[src/rtl/img_mem_pkg.sv]
// Shared constants and small helpers for the image memory arbiter.
package img_mem_pkg;

  localparam int NREQ     = 3;
  localparam int ROW_W    = 8;
  localparam int COL_W    = 9;
  localparam int DATA_W   = 8;
  localparam int unsigned IMG_ROWS = 256;
  localparam int unsigned IMG_COLS = 320;
  localparam int MAX_LOCK = 16;

  localparam int IDX_W    = $clog2(NREQ);
  localparam int LCNT_W   = $clog2(MAX_LOCK + 1);

  localparam logic [IDX_W-1:0] REQ_LOAD = 2'd0;
  localparam logic [IDX_W-1:0] REQ_CONV = 2'd1;
  localparam logic [IDX_W-1:0] REQ_READ = 2'd2;

  function automatic logic [NREQ-1:0] idx_to_onehot(input logic [IDX_W-1:0] idx);
    return {{(NREQ-1){1'b0}}, 1'b1} << idx;
  endfunction

  function automatic logic [IDX_W-1:0] onehot_to_idx(input logic [NREQ-1:0] oh);
    logic [IDX_W-1:0] idx;
    idx = {IDX_W{1'b0}};
    for (int i = 0; i < NREQ; i++) begin
      idx = idx | (oh[i] ? IDX_W'(i) : {IDX_W{1'b0}});
    end
    return idx;
  endfunction

  function automatic logic [IDX_W-1:0] next_idx(input logic [IDX_W-1:0] idx);
    return (idx == IDX_W'(NREQ - 1)) ? {IDX_W{1'b0}} : idx + {{(IDX_W-1){1'b0}}, 1'b1};
  endfunction

  function automatic logic addr_oob(input logic [ROW_W-1:0] r, input logic [COL_W-1:0] c);
    return (32'(r) >= IMG_ROWS) || (32'(c) >= IMG_COLS);
  endfunction

endpackage

[src/rtl/img_mem_arbiter_arb_pick.sv]
// One-hot winner search starting at a given index; start tied to 0 gives fixed priority.
module arb_pick #(
  parameter int N  = 3,
  parameter int IW = 2
) (
  input  logic [N-1:0]  req,
  input  logic [IW-1:0] start,
  output logic [N-1:0]  gnt
);

  logic [N-1:0] rot_s;
  logic [N-1:0] pick_s;

  // Rotate so 'start' lands at bit 0, isolate the lowest set bit, rotate back.
  always_comb begin
    rot_s  = N'({req, req} >> start);
    pick_s = rot_s & (~rot_s + {{(N-1){1'b0}}, 1'b1});
    gnt    = N'(({pick_s, pick_s} << start) >> N);
  end

endmodule

[src/rtl/img_mem_arbiter.sv]
// Image memory port arbiter: 0-cycle grant, lockable bursts, range check, 2-cycle read return.
// Build option ARB_RR_EN selects round-robin; without it the loader has fixed top priority.
module img_mem_arbiter
  import img_mem_pkg::*;
(
  input  logic                   clk,
  input  logic                   reset,
  input  logic [NREQ-1:0]        req,
  input  logic [NREQ-1:0]        lock,
  input  logic [NREQ-1:0]        we,
  input  logic [NREQ*ROW_W-1:0]  row,
  input  logic [NREQ*COL_W-1:0]  col,
  input  logic [NREQ*DATA_W-1:0] wdata,
  output logic [NREQ-1:0]        gnt,
  output logic [NREQ-1:0]        rvalid,
  output logic [DATA_W-1:0]      rdata,
  output logic                   addr_err,
  output logic                   mem_en,
  output logic                   mem_we,
  output logic [ROW_W-1:0]       mem_row,
  output logic [COL_W-1:0]       mem_col,
  output logic [DATA_W-1:0]      mem_wdata,
  input  logic [DATA_W-1:0]      mem_rdata
);

  logic              owner_vld_r;
  logic [IDX_W-1:0]  owner_idx_r;
  logic [LCNT_W-1:0] lock_cnt_r;
  logic [IDX_W-1:0]  start_s;
  logic [NREQ-1:0]   pick_gnt_s;
  logic [NREQ-1:0]   owner_oh_s;
  logic [NREQ-1:0]   gnt_s;
  logic              lock_hold_s;
  logic              gnt_any_s;
  logic [IDX_W-1:0]  gnt_idx_s;
  logic              sel_we_s;
  logic [ROW_W-1:0]  sel_row_s;
  logic [COL_W-1:0]  sel_col_s;
  logic [DATA_W-1:0] sel_wdata_s;
  logic              oob_s;

  logic              mem_en_r;
  logic              mem_we_r;
  logic [ROW_W-1:0]  mem_row_r;
  logic [COL_W-1:0]  mem_col_r;
  logic [DATA_W-1:0] mem_wdata_r;
  logic              addr_err_r;

  logic              rd_vld1_r;
  logic              rd_oob1_r;
  logic [IDX_W-1:0]  rd_tag1_r;
  logic              rd_vld2_r;
  logic              rd_oob2_r;
  logic [IDX_W-1:0]  rd_tag2_r;

`ifdef ARB_RR_EN
  logic [IDX_W-1:0]  rr_ptr_r;

  // Search pointer moves past each freely arbitrated winner; locked re-grants leave it.
  always_ff @(posedge clk) begin
    if (reset) begin
      rr_ptr_r <= {IDX_W{1'b0}};
    end else if (gnt_any_s && !lock_hold_s) begin
      rr_ptr_r <= next_idx(gnt_idx_s);
    end else begin
      rr_ptr_r <= rr_ptr_r;
    end
  end

  assign start_s = rr_ptr_r;
`else
  assign start_s = {IDX_W{1'b0}};
`endif

  arb_pick #(
    .N  (NREQ),
    .IW (IDX_W)
  ) u_pick (
    .req   (req),
    .start (start_s),
    .gnt   (pick_gnt_s)
  );

  assign owner_oh_s  = idx_to_onehot(owner_idx_r);
  assign lock_hold_s = owner_vld_r && (|(req & lock & owner_oh_s)) &&
                       (lock_cnt_r < LCNT_W'(MAX_LOCK));

  // Grant: locked owner keeps the port, otherwise the picker decides; nothing during reset.
  always_comb begin
    gnt_s = {NREQ{1'b0}};
    if (reset) begin
      gnt_s = {NREQ{1'b0}};
    end else if (lock_hold_s) begin
      gnt_s = owner_oh_s;
    end else begin
      gnt_s = pick_gnt_s;
    end
  end

  assign gnt       = gnt_s;
  assign gnt_any_s = |gnt_s;
  assign gnt_idx_s = onehot_to_idx(gnt_s);

  // Route the winner's command fields; gnt_s is one-hot so an AND-OR mux suffices.
  always_comb begin
    sel_we_s    = 1'b0;
    sel_row_s   = {ROW_W{1'b0}};
    sel_col_s   = {COL_W{1'b0}};
    sel_wdata_s = {DATA_W{1'b0}};
    for (int i = 0; i < NREQ; i++) begin
      sel_we_s    = sel_we_s    | (we[i] & gnt_s[i]);
      sel_row_s   = sel_row_s   | (row[i*ROW_W +: ROW_W]     & {ROW_W{gnt_s[i]}});
      sel_col_s   = sel_col_s   | (col[i*COL_W +: COL_W]     & {COL_W{gnt_s[i]}});
      sel_wdata_s = sel_wdata_s | (wdata[i*DATA_W +: DATA_W] & {DATA_W{gnt_s[i]}});
    end
  end

  assign oob_s = addr_oob(sel_row_s, sel_col_s);

  // Ownership and lock run length; the first grant of a run counts as one.
  always_ff @(posedge clk) begin
    if (reset) begin
      owner_vld_r <= 1'b0;
      owner_idx_r <= {IDX_W{1'b0}};
      lock_cnt_r  <= {LCNT_W{1'b0}};
    end else if (gnt_any_s) begin
      owner_vld_r <= 1'b1;
      owner_idx_r <= gnt_idx_s;
      lock_cnt_r  <= lock_hold_s ? lock_cnt_r + {{(LCNT_W-1){1'b0}}, 1'b1}
                                 : {{(LCNT_W-1){1'b0}}, 1'b1};
    end else begin
      owner_vld_r <= 1'b0;
      owner_idx_r <= owner_idx_r;
      lock_cnt_r  <= {LCNT_W{1'b0}};
    end
  end

  // Memory command stage; an out-of-range access is suppressed and flagged instead.
  always_ff @(posedge clk) begin
    if (reset) begin
      mem_en_r    <= 1'b0;
      mem_we_r    <= 1'b0;
      mem_row_r   <= {ROW_W{1'b0}};
      mem_col_r   <= {COL_W{1'b0}};
      mem_wdata_r <= {DATA_W{1'b0}};
      addr_err_r  <= 1'b0;
    end else begin
      mem_en_r   <= gnt_any_s & ~oob_s;
      mem_we_r   <= gnt_any_s & ~oob_s & sel_we_s;
      addr_err_r <= gnt_any_s & oob_s;
      if (gnt_any_s) begin
        mem_row_r   <= sel_row_s;
        mem_col_r   <= sel_col_s;
        mem_wdata_r <= sel_wdata_s;
      end else begin
        mem_row_r   <= mem_row_r;
        mem_col_r   <= mem_col_r;
        mem_wdata_r <= mem_wdata_r;
      end
    end
  end

  // Two-stage read tag pipe aligned with the memory's one-cycle read latency.
  always_ff @(posedge clk) begin
    if (reset) begin
      rd_vld1_r <= 1'b0;
      rd_oob1_r <= 1'b0;
      rd_tag1_r <= {IDX_W{1'b0}};
      rd_vld2_r <= 1'b0;
      rd_oob2_r <= 1'b0;
      rd_tag2_r <= {IDX_W{1'b0}};
    end else begin
      rd_vld1_r <= gnt_any_s & ~sel_we_s;
      rd_oob1_r <= oob_s;
      rd_tag1_r <= gnt_idx_s;
      rd_vld2_r <= rd_vld1_r;
      rd_oob2_r <= rd_oob1_r;
      rd_tag2_r <= rd_tag1_r;
    end
  end

  assign rvalid    = rd_vld2_r ? idx_to_onehot(rd_tag2_r) : {NREQ{1'b0}};
  assign rdata     = (rd_vld2_r && !rd_oob2_r) ? mem_rdata : {DATA_W{1'b0}};
  assign addr_err  = addr_err_r;
  assign mem_en    = mem_en_r;
  assign mem_we    = mem_we_r;
  assign mem_row   = mem_row_r;
  assign mem_col   = mem_col_r;
  assign mem_wdata = mem_wdata_r;

endmodule

[config.mk]
export PLATFORM = sky130hd
export DESIGN_NAME = img_mem_arbiter
export DESIGN_NICKNAME = d
export VERILOG_FILES = /design/src/rtl/img_mem_pkg.sv /design/src/rtl/img_mem_arbiter_arb_pick.sv /design/src/rtl/img_mem_arbiter.sv
export SDC_FILE = /design/constraint.sdc
export NUM_CORES = 1
export LEC_CHECK = 0
export CAP_MARGIN = 40
export CORE_MARGIN = 2
export CORE_UTILIZATION = 25
export CTS_CLUSTER_SIZE = 8
export DETAILED_ROUTE_END_ITERATION = 8
export MAX_ROUTING_LAYER = met4
export PLACE_DENSITY = 0.59
export SYNTH_ARGS = -nofsm -noshare
export SYNTH_HDL_FRONTEND = slang
export SYNTH_HIERARCHICAL = 1
export SYNTH_SLANG_ARGS = --single-unit
[constraint.sdc]
create_clock -name clk -period 2 [get_ports clk]
set_input_delay 0.2 -clock clk [delete_from_list [all_inputs] [get_ports clk]]
set_output_delay 0.2 -clock clk [all_outputs]
set_load 0.01 [all_outputs]
; After elaboration in Yosys (flattened, before gate mapping)
; Cells that the tools add are included.
; W data, S select, Z words.
[totals]
register_bits = 44
mem_bits_ro = 0
ram_bits = 0
latchBits = 0
n_memories = 0
in_bits = 94
[classes]
n_reduce_logical = 8
n_mul = 0
muxes = 8
addsub = 2
n_eq_ne = 0
div_mod_pow = 0
n_bitwise = 33
n_shift = 2
magnitude_cmp = 2
[ops]
columns = op, n
row1 = $and A8 B8 Y8, 6
row2 = $or A8 B8 Y8, 4
row3 = $and A9 B9 Y9, 3
row4 = $or A9 B9 Y9, 2
row5 = $and A3 B3 Y3, 3
row6 = $ge A9 B9 Y1 const B, 1
row7 = $mux W3, 3
row8 = $reduce_or A3 Y1, 3
row9 = $mux W8, 1
row10 = $and A1 B1 Y1, 7
row11 = $shl A1 B2 Y3 const A, 2
row12 = $add A5 B1 Y5 const B, 1
row13 = $lt A5 B5 Y1 const B, 1
row14 = $not A1 Y1, 4
row15 = $add A3 B1 Y3 const B, 1
row16 = $logic_and A1 B1 Y1, 3
row17 = $mux W1, 3
row18 = $not A3 Y3, 1
row19 = $mux W2, 1
row20 = $or A1 B1 Y1, 2
row21 = $or A1 B2 Y2, 1
row22 = $reduce_or A2 Y1, 1
row23 = $logic_not A1 Y1, 1

; Depth between registers and ports, before layout
; Gate-level depths: netlist of run 1.
[logic_depth]
depth_word = 14
ltp_mapped = 8
mapped_depth_nobuf = 8

; Hierarchy
; The synthesis of run 1 kept the hierarchy.
[by_module_without_submodules]
columns = module, cells_each, area_each_um2, instances
row1 = img_mem_arbiter, 192, 1885.6, 1
row2 = arb_pick, 10, 75.1, 1

; Worst setup path after synthesis of run 1
; No wires, ideal clock.
[synth_path]
path_type = reg2reg
start = register owner_idx_r[1]
end = register mem_col_r[5], in the netlist mem_col[5]
setup_slack_ns = 0.232
setup_time_ns = 0.070
stages_incl_launch_ff = 8
n_path_buf = 2
t_arrival_ns = 1.697
cell_sequence = dfxtp_1 nand4b_4 or2_2 a31oi_2 buf_4 buf_2 a222oi_1 a21oi_1
[synth_between]
elab_chain_len = 10
word_cells_on_any_way = 13
cone_classes = 1 x shift / 2 x mux / 6 x bitwise / 4 x reduce/logical
[synth_rtl]
columns = item, line
row1 = from (decl), img_mem_arbiter.sv:27  ; logic [IDX_W-1:0] owner_idx_r;
row2 = from (signal assigned), img_mem_arbiter.sv:124  ; owner_idx_r <= {IDX_W{1'b0}};
row3 = from (signal assigned), img_mem_arbiter.sv:128  ; owner_idx_r <= gnt_idx_s;
row4 = from (signal assigned), img_mem_arbiter.sv:133  ; owner_idx_r <= owner_idx_r;
row5 = $shl A1 B2 Y3 *, img_mem_pkg.sv:20  ; return {{(NREQ-1){1'b0}}, 1'b1} << idx;
row6 = $and A3 B3 Y3, img_mem_arbiter.sv:85  ; assign lock_hold_s = owner_vld_r && (|(req & lock & owner_oh_s)) &&
row7 = $reduce_or A3 Y1, img_mem_arbiter.sv:85
row8 = $logic_and A1 B1 Y1 (2 in a row), img_mem_arbiter.sv:85
row9 = $mux W3 *, img_mem_arbiter.sv:93  ; end else if (lock_hold_s) begin
row10 = $mux W3 *, img_mem_arbiter.sv:91  ; if (reset) begin
row11 = named net gnt[1], img_mem_arbiter.sv:14  ; output logic [NREQ-1:0] gnt,
row12 = $and A9 B9 Y9, img_mem_arbiter.sv:113  ; sel_col_s = sel_col_s | (col[i*COL_W +: COL_W] & {COL_W{gnt_s[i]}});
row13 = $or A9 B9 Y9 (2 in a row), img_mem_arbiter.sv:113
row14 = to (signal assigned), img_mem_arbiter.sv:144  ; mem_col_r <= {COL_W{1'b0}};
row15 = to (signal assigned), img_mem_arbiter.sv:153  ; mem_col_r <= sel_col_s;
row16 = to (signal assigned), img_mem_arbiter.sv:157  ; mem_col_r <= mem_col_r;
row17 = to (decl), img_mem_arbiter.sv:45  ; logic [COL_W-1:0] mem_col_r;
; Mark *: on every way through the listed nets, which the timed path passes. The rest lies on a longest branch.
; A chain may end at the register's enable or synchronous reset.

; Worst setup path in the final report of run 1
[layout_path]
start = input port lock[1]
end = output port gnt[1]
[layout_between]
elab_chain_len = 7
[layout_rtl]
columns = item, line
row1 = from (decl), img_mem_arbiter.sv:9  ; input logic [NREQ-1:0] lock,
row2 = $and A3 B3 Y3 (2 in a row), img_mem_arbiter.sv:85
row3 = $reduce_or A3 Y1, img_mem_arbiter.sv:85
row4 = $logic_and A1 B1 Y1 (2 in a row), img_mem_arbiter.sv:85
row5 = $mux W3, img_mem_arbiter.sv:93
row6 = $mux W3, img_mem_arbiter.sv:91
row7 = to (decl), img_mem_arbiter.sv:14
; No other way between the ends.

==> results.txt, run 1 <==
The flow ran to the end, and the final reports show no timing, DRC or antenna violations. Of the post-synthesis cell area, the part taken by muxes is 0%. The later pin in the worst-skew pair is clocked with a latency of 0.29 ns. The total CTS buffers came out at 5.

In this run the clock root is driven by a sky130_fd_sc_hd__clkbuf_8. Setup violations remaining at the end of the flow were counted as 0. The clock slew seen by the registers of the worst setup and hold paths is around 0.07 ns. The startpoint-to-endpoint class of the critical path is in2out. In this run the static leakage power is ~1.4 nW. The wire length reported by the detailed router came out at 6580 um. The maximum level of the CTS H-tree is 2. The dominant register cell in the synthesized netlist is sky130_fd_sc_hd__dfxtp_1. The post-route clock period utilization is 98.0%. STA classifies the critical path endpoint as an output pin. The mean post-synth cell area is 9.71 um^2. The highest achievable clock rate came out at 0.510 GHz. The via count of the first global-routing pass came out at 2094. Of the total synthesized cell area, the portion taken by AND, OR, NAND and NOR gates is 22.0%. TritonCTS built the clock tree.

The number of hold violations in the final report came out at 0. For the final database, setup skew stands at between 0.006 and 0.007 ns. Using the TritonRoute via totals, the vias-per-cell ratio works out to 4.65. Across the run, the number of max-cap violations was 0. The delay of the slowest critical-path stage is 0.51 ns. The worst vdd rail ir drop is 0.304 mV.

The overall power of the completed layout is 2.37 mW. For the worst setup path, the data required time is 1.80 ns. The multi-input gate area in the final layout is between 1000 and 1500 um^2. The first detailed-routing pass took 7 iterations.

The area of the die came out at ~8600 um^2. The fill cell instance count of the final layout is 705. The count of input and output buffers is between 100 and 150. The power density of the placed cells came out at around 630 nW/um^2.

Once the floorplan was initialized, standard cells occupied 25.6% of the core. The global placer's final weighted congestion came out at approximately 0.74. The routed layout has 2184 vias. The pin count of the biggest net entering global routing is 25. The share of flip-flops with an asynchronous set or reset is 0%.

The initial antenna violation count is 0. Counting I/O delays and the setup requirement, the final critical path takes around 2 ns. From bottom edge to top edge, the die measures between 90 and 100 um. The count of clock tree sinks is 44. The net count of the finished layout is 463. Grouping stages by cell kind, the critical path spends the most delay in buffers and inverters. The netlist uses 41 different library cells.

The cell count after synthesis came out at 202. In this run the deepest clock path goes through 2 buffers. The die width came out at slightly above 90 um.

The per-cell routed wire length is 14.0 um. Global routing finished with a remaining overflow of 0. The synthesized design spends more area on one cell type than any other, namely sky130_fd_sc_hd__dfxtp_1. In this run the count of I/O pins placed on the die edge is 136.

The area share of fa/ha/maj cells after synthesis came out at 0.638%. The number of antenna diodes came out at 0. The final hold slack is 0.415 ns. The main combinational cell family by area after synthesis is compound AO/OA/AOI/OAI gates.

The synthesized design contains 0 enable-type register cells. The detailed-route DRC error count is 0. The global-route usage over all layers is 15.3%.

Compared with the post-synthesis result, the final layout area differs by 92.2%. The post-synthesis cell area came out at 1960 um^2. By area the synthesized netlist is led by sky130_fd_sc_hd__dfxtp_1 (45%), sky130_fd_sc_hd__a222oi_1 (13%), sky130_fd_sc_hd__a21oi_1 (7.1%), sky130_fd_sc_hd__nand2_1 (5.4%), sky130_fd_sc_hd__and2_1 (2.9%).

Cells fill 49.3% of the core in the end. The highest fanout seen on the critical path is 4. The number of rows in the core area came out at 32.

The first global-routing pass estimated approximately 10000 um of wire. Traced cell by cell, the critical path runs through clkdlybuf4s50_1 -> nand4b_4 -> or2_2 -> a31oi_4 -> dlygate4sd2_1. The number of DRC markers after the initial detailed-route iteration came out at 146. Yosys printed 6 warnings. The sequential cell area fraction in the yosys report came out at 44.9%.

The worst hold path belongs to the class in2reg. The flip-flop and latch count after synthesis is 44. The slowest stage of the critical path belongs to the cell sky130_fd_sc_hd__clkdlybuf4s50_1. The data arrival time of the worst path came out at 1.76 ns. The ratio of cells with drive above 1 in the final layout came out at 15.8%. The sequential cell area is 883 um^2. The final max-slew violation count came out at 0.

Together, buffers and inverters on the worst path number 2. The xor and xnor fraction of the mapped netlist area came out at 1.34%. The type of origin of the critical path is an input port. Setup repair after global routing could not meet its margin everywhere. The placed wire-length estimate is 5330 um.

The core region is 7650 um^2. The remaining number of nets flagged by the antenna check after routing is 0. The area share of the largest cell type after synthesis is 44.9%. Summing the areas of all compound-gate instances in the mapped netlist gives 26.3% of the synthesized area.
power by group:
group | internal (mW) | switching [mW]
sequential | 0.970 | 0.0493
clock | 0.237 | 0.298
combinational | 0.500 | 0.320
total | 1.71 | 0.668
routing by layer:
layer | vias to the layer above | GRT usage, % | wire length (um) | share of wire (%)
li1 | 1087 | - | - | -
met1 | 990 | 17.7 | 2730 | 41
met2 | 97 | 25.2 | 3140 | 48
met3 | 10 | 5.04 | 586 | 8.9
met4 | 0 | 4.73 | 124 | 1.9
met5 | - | - | 0 | 0
cells in the final DEF, fill, tap and decap left out, types with 2 or more instances in the layout:
cell / synthesis / routed
sky130_fd_sc_hd__conb_1: 1 / 8
sky130_fd_sc_hd__nor2b_1: 6 / 5
sky130_fd_sc_hd__a222oi_1: 26 / 26
sky130_fd_sc_hd__nor3_4: 1 / 2
sky130_fd_sc_hd__and2_1: 9 / 9
sky130_fd_sc_hd__dfxtp_1: 44 / 42
sky130_fd_sc_hd__nand3_1: 2 / 2
sky130_fd_sc_hd__a31oi_4: 1 / 2
sky130_fd_sc_hd__xnor2_1: 2 / 2
sky130_fd_sc_hd__a21oi_1: 28 / 27
sky130_fd_sc_hd__buf_4: 1 / 26
sky130_fd_sc_hd__dfxtp_2: 0 / 2
sky130_fd_sc_hd__inv_1: 2 / 2
sky130_fd_sc_hd__dlymetal6s2s_1: 0 / 2
sky130_fd_sc_hd__nor2_1: 6 / 6
sky130_fd_sc_hd__clkbuf_8: 0 / 5
sky130_fd_sc_hd__nand2_1: 28 / 28
sky130_fd_sc_hd__nor3b_1: 2 / 2
sky130_fd_sc_hd__and3b_1: 2 / 2
sky130_fd_sc_hd__dlygate4sd2_1: 0 / 3
sky130_fd_sc_hd__nand4b_4: 2 / 2
sky130_fd_sc_hd__buf_6: 1 / 5
sky130_fd_sc_hd__nand2b_1: 4 / 4
sky130_fd_sc_hd__or2_2: 2 / 2
sky130_fd_sc_hd__a21oi_2: 1 / 2
sky130_fd_sc_hd__clkdlybuf4s50_1: 0 / 128
worst paths after layout:
| path | depth (start not counted) | startpoint | slack (ns) | end |
|---|---|---|---|---|
| max | 5 | lock[1] | 0.04 | gnt[1] |
| min | 4 | lock[2] | 0.41 | rd_tag1_r[1] |
| max reg2reg | 8 | owner_idx_r[1] | 0.10 | mem_we |
| min reg2reg | 1 | rd_tag1_r[1] | 0.44 | rd_tag2_r[1] |
worst reg2reg max path: cells and delay by family (launching register included):
family,cells,cell delay [ns]
flops,1,0.36
buf+inv,2,0.31
simple gates,3,0.62
compound gates,3,0.49
kinds of logic (layout without fill, tap and decap cells):
family,after synthesis,count (layout)
DFF,44,44
other,1,8
adders and majority gates,1,1
xor gates and xnor gates,3,3
AOI/OAI and AO/OA,65,65
and+or+nand+nor,70,70
buffers and inverters,18,177
synth_stat cells (all sizes together) (2+ instances only):
cell and count:
and2 9, or2 2, a222oi 26, nor2 6, o21ai 2, clkbuf 4
nor2b 6, inv 3, nand2b 4, dfxtp 44, and3b 2, nand4b 2
nand2 28, nor3b 2, nand3 2, xnor2 2, buf 11, a21oi 29
nor3 2, a31oi 3
layout make-up:
cell class                      count  share of cell area [%]
Clock buffer                        5                    1.83
Clock inverter                      2                   0.332
Inverter                            3                   0.299
Multi-Input combinational cell    147                    27.7
Sequential cell                    44                    23.4
Tap cell                          102                    3.39
Timing Repair Buffer              167                    43.0
metrics by stage:
stage | TNS [ns] | instances | cell area (um^2) | setup WS [ns]
final | 0 | 470 | 3770 | 0.0402
after global routing | -0.0623 | 470 | 3770 | -0.0329
after CTS | 0 | 467 | 3710 | 0.00383
after detailed placement | -11.76 | 460 | 3630 | -0.337
after global placement | -10.13 | 460 | 3630 | -0.298
after floorplan | 0 | 209 | 1990 | 0.232
sequential cells by signal (all words and copies together) (netlist names):
register	flops
rd_oob2_r	1
mem_col	9
rd_tag1_r	2
rd_vld1_r	1
mem_wdata	8
mem_row	8
rd_tag2_r	2
rd_oob1_r	1
addr_err	1
owner_idx_r	2
mem_en	1
rd_vld2_r	1
owner_vld_r	1
mem_we	1
lock_cnt_r	5
timing repair:
action	4_1_cts	5_1_grt
resized for setup	8	12
buffers inserted	0	3
endpoints found under the setup margin	19	41
hold buffers	0	0
pin swaps	0	3
Power figures use the tool's default switching activity.
==> run 2: changes to the inputs <==
--- a/config.mk
+++ b/config.mk
@@ -12,6 +12,7 @@
 export DETAILED_ROUTE_END_ITERATION = 8
 export MAX_ROUTING_LAYER = met4
 export PLACE_DENSITY = 0.59
+export SLEW_MARGIN = 15
 export SYNTH_ARGS = -nofsm -noshare
 export SYNTH_HDL_FRONTEND = slang
 export SYNTH_HIERARCHICAL = 1
==> constraint.sdc (replaced) <==
create_clock -name clk -period 2.1 [get_ports clk]
set_input_delay 0.315 -clock clk [delete_from_list [all_inputs] [get_ports clk]]
set_output_delay 0.315 -clock clk [all_outputs]
set_load 0.01 [all_outputs]
==> results.txt, run 2 (same netlist as run 1, synthesis figures left out) <==
The overall power of the completed layout came out at roughly 2.3 mW. The power density of the placed cells is about 610 nW/um^2. The number of hold violations in the final report came out at 0.

The critical path is of the in2reg type. The run finished with clean final reports. At the end of routability-driven placement, the weighted congestion stood at 0.748.

The area growth from synthesis to layout is 89.9%. The overall overflow remaining after global route came out at 0. Among all stages on the critical path, the largest delay is contributed by sky130_fd_sc_hd__clkdlybuf4s50_1. The pin count of the biggest net entering global routing came out at 20.

The initialized floorplan defines 32 standard-cell rows. In the final design database the tool counted between 400 and 500 nets. The routed design has 6740 um of wire. No sink is reached through more buffers than the 2 on the longest clock path. In the layout the commonest cells are sky130_fd_sc_hd__clkdlybuf4s50_1 (129), sky130_fd_sc_hd__dfxtp_1 (44), sky130_fd_sc_hd__nand2_1 (28), sky130_fd_sc_hd__a21oi_1 (27), sky130_fd_sc_hd__a222oi_1 (26). The ratio of cells with drive above 1 in the final layout is 13.8%. The first global-routing pass estimated 10400 um of wire. In the finished design, the share of the clock period the worst path needs comes to 98.0%.

STA classifies the critical path startpoint as an input port. The placed wire-length estimate came out at 5330 um. The final max-slew violation count is 0. The library cell used most frequently in the layout, excluding fill and tap cells, is sky130_fd_sc_hd__clkdlybuf4s50_1. The die covers 8570 um^2.

Across all setup checks in the final design, the least slack found is 0.0421 ns. The area of placed instances is around 3600 um^2. The global-route usage over all layers is 15.6%. The number of cells in the finished layout apart from fillers is around 470.

The leakage power of the design came out at 1.41 nW. Once detail routing completed, the nets flagged for antenna violations numbered 0. The worst hold path class is reg2reg. The worst slack at placement came out at -0.393 ns.

The first detailed-routing pass ran for 5 iterations. The standard cell core area is 7650 um^2. The layout has 711 filler cells. Traced cell by cell, the critical path runs through clkdlybuf4s50_1 -> buf_6 -> nand4b_4 -> a31oi_4 -> o21ai_2 -> buf_6 -> a222oi_1 -> buf_4 -> a21oi_4 -> nor2_1. The delay of the slowest critical-path stage is 0.49 ns.

The die width is a little over 90 um. The final cell area excluding filler cells is between 3000 and 4000 um^2. For this block, the initial DRC count from the detailed router was 164. The flip-flop count of the largest register, all copies and words added is 9. The worst path needs 2.06 ns of the cycle, external delays included.

The highest routed metal layer is met4. Data arrives at the worst endpoint at 2.28 ns. The highest achievable clock rate is 0.486 GHz. The clock slew seen by the registers of the worst setup and hold paths is 0.07 ns. The maximum level of the CTS H-tree came out at 2.

The highest fanout seen on the critical path came out at 8. The final standard cell utilization of the core came out at 48.7%. The count of input and output buffers came out at 135. The worst-skew pair later-pin latency is 0.29 ns. The final clock skew is roughly 0.0059 ns.

The via count of the first global-routing pass is approximately 2100. Buffers inserted during clock tree synthesis total 5. CTS saw 44 sinks. The count of buffering cells on the critical path with inverters included came out at 4. The required time at the endpoint of the critical path is approximately 2.3 ns. The CTS tree is yes. The starting density of the core is 25.6%.

The number of buffers inserted by hold repair at cts came out at 0. Setup repair after global routing could not meet its margin everywhere. The root buffer cell chosen for the clock tree is sky130_fd_sc_hd__clkbuf_8. The detailed-route DRC error count came out at 0.

The cell that appears most often on the critical path is sky130_fd_sc_hd__buf_6. The count of pins on the block boundary came out at 136. The number of failing setup endpoints in the final timing report came out at 0. The worst vdd rail ir drop came out at 0.292 mV. The via count of the routed design came out at roughly 2200. The cell total after placement is between 400 and 500. The number of antenna diodes in the final layout is 0. The detailed router put a total of 2860 um of wire on met1. The initial antenna violation count is 0. The die extent in y is 92.6 um. The per-cell routed wire length came out at 14.5 um. The routed design uses 3350 um of met2 wire. The routed design uses 503 um of met3 wire. The max-cap check violation count came out at 0. Among cell families on the critical path, the largest total delay comes from buffers and inverters. The sort of element at the end of the critical path is a flip-flop. The via-per-instance ratio is about 4.7.
==> run 2: final cells by class <==
type / count / area (um^2) / area share [%]
inverter: 3 / 11.3 / 0.303
tap: 102 / 128 / 3.43
timing repair buffer: 161 / 1560 / 42.0
multi-input combinational: 147 / 1050 / 28.2
clock buffer: 8 / 90.1 / 2.42
sequential: 44 / 881 / 23.7
==> run 2: where the power goes <==
group / leakage, nW / switching [mW] / total (mW) / internal, mW
sequential: 0.362 / 0.0477 / 0.971 / 0.923
combinational: 1.00 / 0.309 / 0.773 / 0.463
clock: 0.0455 / 0.267 / 0.535 / 0.268
total: 1.41 / 0.624 / 2.28 / 1.65
==> run 2: path summary, 6_finish.rpt <==
check	slack [ns]	to	cells after the start	from
worst min register to register	0.44	rd_vld2_r	1	rd_vld1_r
worst max register to register	0.08	mem_we	9	owner_idx_r[0]
worst min-delay path	0.44	rd_vld2_r	1	rd_vld1_r
worst max-delay path	0.04	mem_we	10	req[2]
==> run 2: metrics by stage <==
stage | setup TNS [ns] | hold slack [ns]
6_report | 0 | 0.442
5_1_grt | -0.0498 | 0.466
4_1_cts | 0 | 0.446
3_5_place_dp | -11.49 | 0.429
3_3_place_gp | -10.52 | 0.423
2_1_floorplan | 0 | 0.414
==> run 2: routing by layer <==
| metal | global-route usage (%) | up-vias |
|---|---|---|
| met5 | - | - |
| met4 | 2.61 | 0 |
| li1 | - | 1076 |
| met1 | 19.3 | 1000 |
| met2 | 26.0 | 89 |
| met3 | 4.39 | 2 |
==> run 2: timing repair <==
item	4_1_cts	5_1_grt
resized for setup	10	11
setup endpoints to repair	9	32
pin swaps	2	7
setup buffers	2	1
